==> config.mk <==
export PLATFORM = sky130hd
export DESIGN_NAME = seg_scan_ctrl
export DESIGN_NICKNAME = d
export VERILOG_FILES = /design/src/rtl/seg_scan_ctrl_pkg.sv /design/src/rtl/seg_scan_ctrl_scan_timer.sv /design/src/rtl/seg_scan_ctrl.sv
export SDC_FILE = /design/constraint.sdc
export NUM_CORES = 1
export LEC_CHECK = 0
export CORE_MARGIN = 5
export CORE_UTILIZATION = 55
export DETAILED_ROUTE_END_ITERATION = 10
export PLACE_DENSITY_LB_ADDON = 0.1
export SYNTH_ARGS = -nofsm -noshare
export SYNTH_HDL_FRONTEND = slang
export SYNTH_SLANG_ARGS = --single-unit
==> constraint.sdc <==
create_clock -name clk -period 3.24 [get_ports clk]
set_clock_uncertainty 0.1 [all_clocks]
set_input_delay 0.324 -clock clk [delete_from_list [all_inputs] [get_ports clk]]
set_output_delay 0.324 -clock clk [all_outputs]
set_load 0.02 [all_outputs]
==> src/rtl/seg_scan_ctrl_pkg.sv <==
// Shared types and constants for the 7-segment scan controller.
package seg_scan_ctrl_pkg;

  localparam int CODE_W = 5;
  localparam logic [CODE_W-1:0] CODE_BLANK = 5'd31;

  typedef enum logic [1:0] {
    ST_IDLE,
    ST_BLANK,
    ST_DRIVE
  } state_t;

endpackage

==> src/rtl/seg_scan_ctrl_scan_timer.sv <==
// Per-slot counter 0..DIV-1 with terminal flags for the blanking window and the whole slot.
module scan_timer #(
  parameter int DIV   = 50000,
  parameter int BLANK = 16,
  parameter int CW    = $clog2(DIV)
) (
  input  logic          clk,
  input  logic          rst,
  input  logic          clr,
  output logic [CW-1:0] cnt,
  output logic          blank_done,
  output logic          slot_done
);

  assign blank_done = (cnt == CW'(BLANK - 1));
  assign slot_done  = (cnt == CW'(DIV - 1));

  always_ff @(posedge clk) begin
    if (rst || clr) begin
      cnt <= '0;
    end else if (slot_done) begin
      cnt <= '0;
    end else begin
      cnt <= cnt + CW'(1);
    end
  end

endmodule

==> src/rtl/seg_scan_ctrl.sv <==
// Scans NDIG multiplexed 7-segment digits from a double-buffered frame, with blanking,
// per-digit blink and a valid/ready frame write port.
module seg_scan_ctrl
  import seg_scan_ctrl_pkg::*;
#(
  parameter int NDIG         = 4,
  parameter int DIV          = 50000,
  parameter int BLANK        = 16,
  parameter int BLINK_FRAMES = 64
) (
  input  logic                   clk,
  input  logic                   rst,
  input  logic                   en,
  input  logic                   wr_valid,
  output logic                   wr_ready,
  input  logic [CODE_W*NDIG-1:0] wr_data,
  input  logic [NDIG-1:0]        blink_mask,
  output logic [CODE_W-1:0]      code,
  output logic [NDIG-1:0]        an,
  output logic                   frame_sync
);

  localparam int IW = $clog2(NDIG);
  localparam int CW = $clog2(DIV);
  localparam int FW = (BLINK_FRAMES > 1) ? $clog2(BLINK_FRAMES) : 1;
  localparam int FBITS = CODE_W * NDIG;

  state_t            state, state_n;
  logic [IW-1:0]     idx, idx_n;
  logic [FBITS-1:0]  active, active_n;
  logic [FBITS-1:0]  pending, pending_n;
  logic              pfull, pfull_n;
  logic              phase, phase_n;
  logic [FW-1:0]     fcnt, fcnt_n;
  logic [NDIG-1:0]   an_n;
  logic [CODE_W-1:0] code_n;
  logic              fs_n;

  logic [CW-1:0] cnt;
  logic          blank_done, slot_done;
  logic          clr, boundary, accept;

  assign clr      = (state == ST_IDLE) || !en;
  assign boundary = (state == ST_DRIVE) && slot_done && (idx == IW'(NDIG - 1));
  assign accept   = wr_valid && wr_ready;

  scan_timer #(
    .DIV   (DIV),
    .BLANK (BLANK),
    .CW    (CW)
  ) u_timer (
    .clk        (clk),
    .rst        (rst),
    .clr        (clr),
    .cnt        (cnt),
    .blank_done (blank_done),
    .slot_done  (slot_done)
  );

  always_comb begin
    state_n   = state;
    idx_n     = idx;
    active_n  = active;
    pending_n = pending;
    pfull_n   = pfull;
    phase_n   = phase;
    fcnt_n    = fcnt;

    if (!en) begin
      state_n = ST_IDLE;
      idx_n   = '0;
    end else begin
      case (state)
        ST_IDLE: begin
          state_n = ST_BLANK;
          idx_n   = '0;
        end
        ST_BLANK: if (blank_done) state_n = ST_DRIVE;
        ST_DRIVE: if (slot_done) begin
          state_n = ST_BLANK;
          idx_n   = (idx == IW'(NDIG - 1)) ? '0 : idx + IW'(1);
        end
        default: state_n = ST_IDLE;
      endcase
    end

    // A write landing on the boundary with nothing pending bypasses the pending buffer
    if ((boundary || state == ST_IDLE) && pfull) begin
      active_n = pending;
      pfull_n  = 1'b0;
    end else if (boundary && accept) begin
      active_n = wr_data;
    end else if (accept) begin
      pending_n = wr_data;
      pfull_n   = 1'b1;
    end

    if (boundary) begin
      if (fcnt == FW'(BLINK_FRAMES - 1)) begin
        fcnt_n  = '0;
        phase_n = !phase;
      end else begin
        fcnt_n = fcnt + FW'(1);
      end
    end

    // Outputs are registered, so they are derived from the next-state values
    an_n = '1;
    if (state_n == ST_DRIVE && !(blink_mask[idx_n] && phase_n)) an_n[idx_n] = 1'b0;
    code_n = (state_n == ST_IDLE) ? CODE_BLANK : active_n[idx_n*CODE_W +: CODE_W];
    fs_n   = (state_n == ST_DRIVE) && (idx_n == IW'(NDIG - 1)) && !clr
             && (cnt == CW'(DIV - 2));
  end

  always_ff @(posedge clk) begin
    if (rst) begin
      state      <= ST_IDLE;
      idx        <= '0;
      active     <= {NDIG{CODE_BLANK}};
      pending    <= {NDIG{CODE_BLANK}};
      pfull      <= 1'b0;
      wr_ready   <= 1'b1;
      phase      <= 1'b0;
      fcnt       <= '0;
      an         <= '1;
      code       <= CODE_BLANK;
      frame_sync <= 1'b0;
    end else begin
      state      <= state_n;
      idx        <= idx_n;
      active     <= active_n;
      pending    <= pending_n;
      pfull      <= pfull_n;
      wr_ready   <= !pfull_n;
      phase      <= phase_n;
      fcnt       <= fcnt_n;
      an         <= an_n;
      code       <= code_n;
      frame_sync <= fs_n;
    end
  end

endmodule

After elaboration in Yosys (flattened, before gate mapping)

Index checks and enable logic that the tools add are counted.

Bits in registers: 79
Input bits: 28
Output and inout bits: 11
Word-level logic and storage cells: 77

Add/sub/neg operators: 3
Multipliers: 1
$lt $le $gt $ge: 2
Eq/ne operators: 9
Shift-type cells: 1
Mux-type cells: 20
Bitwise logic cells: 4
Reduce and logical (&&, ||, !) cells: 25

Operator list:

| cell                                                 | number |
|---|---|
| 2-to-1 mux 20 bit                                    | 2 |
| equality test 16 bit, second input constant          | 2 |
| indexed part select 20 x 6 -> 5 bit                  | 1 |
| adder 16 x 1 -> 16 bit, second input constant        | 1 |
| equality test 16 x 4 -> 1 bit, second input constant | 1 |
| 2-to-1 mux 2 bit                                     | 6 |
| logical AND 1 bit                                    | 11 |
| equality test 2 bit, second input constant           | 4 |
| 2-to-1 mux 1 bit                                     | 7 |
| adder 6 x 1 -> 6 bit, second input constant          | 1 |
| equality test 6 bit, second input constant           | 1 |
| 2-to-1 mux 6 bit                                     | 1 |
| case mux 2 bit (3 select lines)                      | 1 |
| OR reduction 2 bit                                   | 3 |
| logical NOT 1 bit                                    | 5 |
| multiplier 2 x 3 -> 5 bit, second input constant     | 1 |
| logical NOT 2 bit                                    | 2 |
| inverter 4 bit                                       | 1 |
| case mux 2 bit (2 select lines)                      | 1 |
| logical OR 1 bit                                     | 3 |
| < comparator 2 x 3 -> 1 bit, second input constant   | 1 |
| inverter 1 bit                                       | 3 |
| AND reduction 3 bit                                  | 1 |
| adder 2 x 1 -> 2 bit, second input constant          | 1 |
| 4 further kinds                                      | 4 |

Depth between registers and ports, before layout

Depth in word-level cells: 12
Gate-level depth with buffers: 9
Mapped depth without buffers: 8

Modules after synthesis

Synthesis repeated with hierarchy kept, for this count alone.

Cells, all modules: 439
Area total of the unflattened synthesis: 3719.8 um^2

Modules (own cells, without submodules):

| module        | times used | cells an instance | area an instance (um^2) | seq. area each (um^2) |
|---|---|---|---|---|
| seg_scan_ctrl | 1          | 352               | 2975.4                  | 1261.2 |
| scan_timer    | 1          | 87                | 744.5                   | 320.3 |

Least setup slack after synthesis

OpenSTA, ideal clock, no wires.

Path kind: register to register
Start point: register u_timer.cnt[0]
End point: register code[0]
Setup time: 0.136 ns
Data arrival time: 2.229 ns
Data required time: 3.004 ns
Slack: 0.775 ns
Stages on the path, launching flop included: 9
Path buffers: 1
Period minus slack after synthesis: 2.465 ns
Cells stage by stage: dfxtp_1 > ha_1 > and4_4 > nand4_4 > nor2_2 > buf_6 > mux2_2 > a2111oi_0 > a211oi_1

Longest elaborated chain between the ends: 7
Elaborated cells between the ends (all ways): 20
Classes of those cells: mul: 1; eq/ne: 2; shift: 1; mux: 9; reduce/logical: 7

Ends and longest elaborated chain:

| element                                                                           | line                           | RTL |
|---|---|---|
| start, declared                                                                   | seg_scan_ctrl_scan_timer.sv:10 | `output logic [CW-1:0] cnt,` |
| start signal, assigned                                                            | seg_scan_ctrl_scan_timer.sv:24 | `cnt <= cnt + CW'(1);` |
| parallel branches: the longest is 7 deep, another holds multiplier 2 x 3 -> 5 bit | --                             |  |
| end signal, assigned                                                              | seg_scan_ctrl.sv:138           | `code <= code_n;` |
| end, declared                                                                     | seg_scan_ctrl.sv:18            | `output logic [CODE_W-1:0] code,` |

Parallel ways; which one is timed is not known.
A chain may end at the register's enable or synchronous reset.

Final worst setup path

Same ends and word-level chain as after synthesis.

==> run summary <==
The run finished with clean final reports. The final antenna-violating net count came out at 0. The source-to-sink clock delay at the later pin of the worst-skew pair is 0.35 ns. In this run the most used layer during global routing was met2. The power density over cell area came out at 452.8 nW/µm². Counting every net in the synthesized netlist gives 436.

The startpoint type of the worst setup path is a register. The largest fanout on the critical path came out at 21. The number of vias in the routed layout is 3084. The async set-or-reset flop fraction in the synthesized netlist is 0. The pin slew with the least headroom to its limit came out at 0.7714 ns. The area of the mapped netlist is 3747 µm². The max-slew violation total from the final report is 0. The die covers 8565 µm². The top-area cell type share of the netlist area came out at 0.4220.

The die is 92.55 µm tall. The final core area utilization is 0.6495. The total wire length after detailed routing came out at 8.658 mm. Based on the critical path, the design can be clocked at up to 357.4 MHz. After technology mapping, the gate count stands at 404. Hold timing on the final database bottoms out at a slack of 0.3655 ns. By area the synthesized netlist is led by sky130_fd_sc_hd__dfxtp_1 42%, sky130_fd_sc_hd__mux2i_1 5.9%, sky130_fd_sc_hd__nand2_1 5.8%.

The first-pass iteration count of the detailed router came out at 5. After layout, the design draws a total of 1.976 mW. For met1 alone, demand over resource in global routing was 0.2942. The number of global-route vias before repair is 2980.

The count of cells along the worst register-to-register path is 7. The path category of the worst min-delay check is register to register. The largest net degree at the start of global routing came out at 22.

The total count of hold-check failures in the final report is 0. The most frequently used flop master after synthesis is sky130_fd_sc_hd__dfxtp_1. In the layout the commonest cells are 79 x sky130_fd_sc_hd__dfxtp_1, 57 x sky130_fd_sc_hd__nand2_1, 38 x sky130_fd_sc_hd__clkdlybuf4s50_1. Setup repair after global routing left no endpoint under its margin. The synthesized design spends more area on one cell type than any other, namely sky130_fd_sc_hd__dfxtp_1.

The maximum ir drop on the vdd rail is 0.3441 mV. TritonCTS built the clock tree. The sequential-to-total area share from yosys stat is 0.4220. The met3 demand-to-capacity share in global routing is 0.05199. The starting utilization of the core area is 0.5577. Leaving out fill and tap cells, the most frequent cell in the layout is sky130_fd_sc_hd__dfxtp_1. The sink count of the clock tree is 79.

The number of distinct standard cells referenced by the synthesized netlist came out at 53. The endpoint type of the worst setup path is a register. The final net count is 470. The total non-filler cell area in the finished layout is 4364 µm². The count of buffers inserted at the top-level ports is 38. The mean instance size in the synthesized netlist came out at 9.276 µm². The worst setup slack for register-to-register paths came out at 0.44 ns. The setup slack of the critical path after layout is 0.4417 ns. The cell count after placement is 507. The count of flip-flops with a built-in enable after synthesis came out at 0. The count of placed standard cells in the final layout, fillers left out is 523. For this run, design rule violations remaining after detail routing come to 0. The worst slew margin relative to its limit came out at 0.4838. Setup violations remaining at the end of the flow were counted as 0. The first-pass GRT wire length is 14.61 mm.

The CTS buffer count came out at 9. The H-tree generated during clock tree synthesis spans 3 levels. The relative area change from synthesis to final layout came out at 16.46%.

The number of hold buffers added after CTS was 0. The count of cells along the worst hold path came out at 2. The width of the chip is 92.55 µm. The register bit count reported by yosys came out at 79. The Yosys step of the flow raised 0 warnings. The cell sitting at the root of the clock tree is a sky130_fd_sc_hd__clkbuf_8. The share of post-route cells with drive strength above 1 came out at 0.1242. The share of the clock period used by the worst path is 0.8637.

The congestion estimate from routability-driven global placement came to 0.8153. The number of antenna cells inserted came out at 0. The floorplan has 30 rows.

STA puts the critical path data arrival time at 2.91 ns. At the placement stage, the worst setup path has a slack of 0.2602 ns. The number of ports placed on the die boundary is 39. For this run, global-route usage on met2 was measured as 0.3305. The sum of overflow across all layers after global routing came out at 0. The leakage power summed over all cells came out at 1.581 nW. In the routed layout, each cell is associated on average with a via count of 5.897. The required time of the critical path is 3.35 ns. The sum of negative setup slack is 0 ns.

Once placement finished, the instance area stood at 4161 µm². The combined global-route utilization of all metal layers came out at 0.2122. Dividing the detail-routed wire length by the instance count gives 16.55 µm. The time the final worst path needs with I/O delays and setup came out at 2.798 ns. After the first detailed-routing iteration, the DRC count stood at 182.

The tool flagged a number of max-cap violations equal to 0. The kind of critical path is register to register. The longest clock path from root to sink contains 2 buffers. The final HPWL from detailed placement came out at 6.091 mm. The clock input transition at the sequential cells of the worst setup and hold paths is 0.08 ns.

The initial antenna violation count came out at 0. The floorplan core area is 6719 µm².
==> cell families after synthesis <==
| group | after synthesis | share of synthesized area |
|---|---|---|
| buffers and inverters | 31 | 0.04608 |
| multiplexers | 37 | 0.1048 |
| AND/OR/NAND/NOR | 165 | 0.2334 |
| AO/OA/AOI/OAI | 69 | 0.1359 |
| XOR/XNOR | 19 | 0.04441 |
| adder cells (fa/ha/maj) | 4 | 0.01336 |
| flip-flops | 79 | 0.4220 |
==> power by group <==
group          total, mW  internal [mW]  switching (mW)
Clock              0.734          0.377           0.356
Combinational      0.209          0.102           0.108
Sequential          1.03           1.01          0.0228
==> layout make-up <==
class                   count  area [µm²]
clock buffers              11       141.4
clock inverters             5       56.30
fillers                   552        2355
inverters                   7       26.28
multi-input cells         294        2011
flip-flops and latches     79        1582
well taps                  80       100.1
repair buffers             47       447.9
==> cells in the mapped netlist, types with 4 or more instances <==
cell type	n
sky130_fd_sc_hd__mux2_2	14
sky130_fd_sc_hd__o21ai_0	13
sky130_fd_sc_hd__nand2_1	58
sky130_fd_sc_hd__clkbuf_1	13
sky130_fd_sc_hd__ha_1	4
sky130_fd_sc_hd__nand3_1	6
sky130_fd_sc_hd__xnor2_1	5
sky130_fd_sc_hd__xor2_1	14
sky130_fd_sc_hd__nand4_1	13
sky130_fd_sc_hd__dfxtp_1	79
sky130_fd_sc_hd__and3_1	13
sky130_fd_sc_hd__nor3_1	9
sky130_fd_sc_hd__a311oi_1	5
sky130_fd_sc_hd__inv_1	7
sky130_fd_sc_hd__a211oi_1	6
sky130_fd_sc_hd__a211o_1	11
sky130_fd_sc_hd__nor2_1	30
sky130_fd_sc_hd__a2111oi_0	10
sky130_fd_sc_hd__o211ai_1	10
sky130_fd_sc_hd__mux2i_1	22
sky130_fd_sc_hd__or3_1	10
sky130_fd_sc_hd__a21oi_1	8
==> path summary, 6_finish.rpt <==
check / from / to
max: u_timer.cnt[0] / code[0]
min: pending[0] / pending[0]
max reg2reg: u_timer.cnt[0] / code[0]
min reg2reg: pending[0] / pending[0]
==> timing repair <==
item,in CTS,in global routing
gates resized for setup,0,3
hold endpoints to repair,0,0
setup buffers,0,0
setup endpoints to repair,0,3
==> critical path, stage by stage (launching register included) <==
cell and delay, ns:
sky130_fd_sc_hd__dfxtp_1 0.41, sky130_fd_sc_hd__ha_1 0.25, sky130_fd_sc_hd__and4_4 0.26, sky130_fd_sc_hd__nand4_4 0.25, sky130_fd_sc_hd__o22ai_1 0.43, sky130_fd_sc_hd__nand2_2 0.32, sky130_fd_sc_hd__a2111oi_0 0.54, sky130_fd_sc_hd__a211oi_1 0.10
==> state kept, by name, summed over array words and instances (netlist names), 2 cells and up <==
name,cells
fcnt,6
state,2
active,20
pending,20
u_timer.cnt,16
idx,2
an,4
code,5
==> layer usage <==
layer,up-vias,wire (µm)
li1,1532,-
met1,1477,4088
met2,69,4081
met3,6,393
met4,0,95
met5,-,0
(Power assumes the default switching activity.)
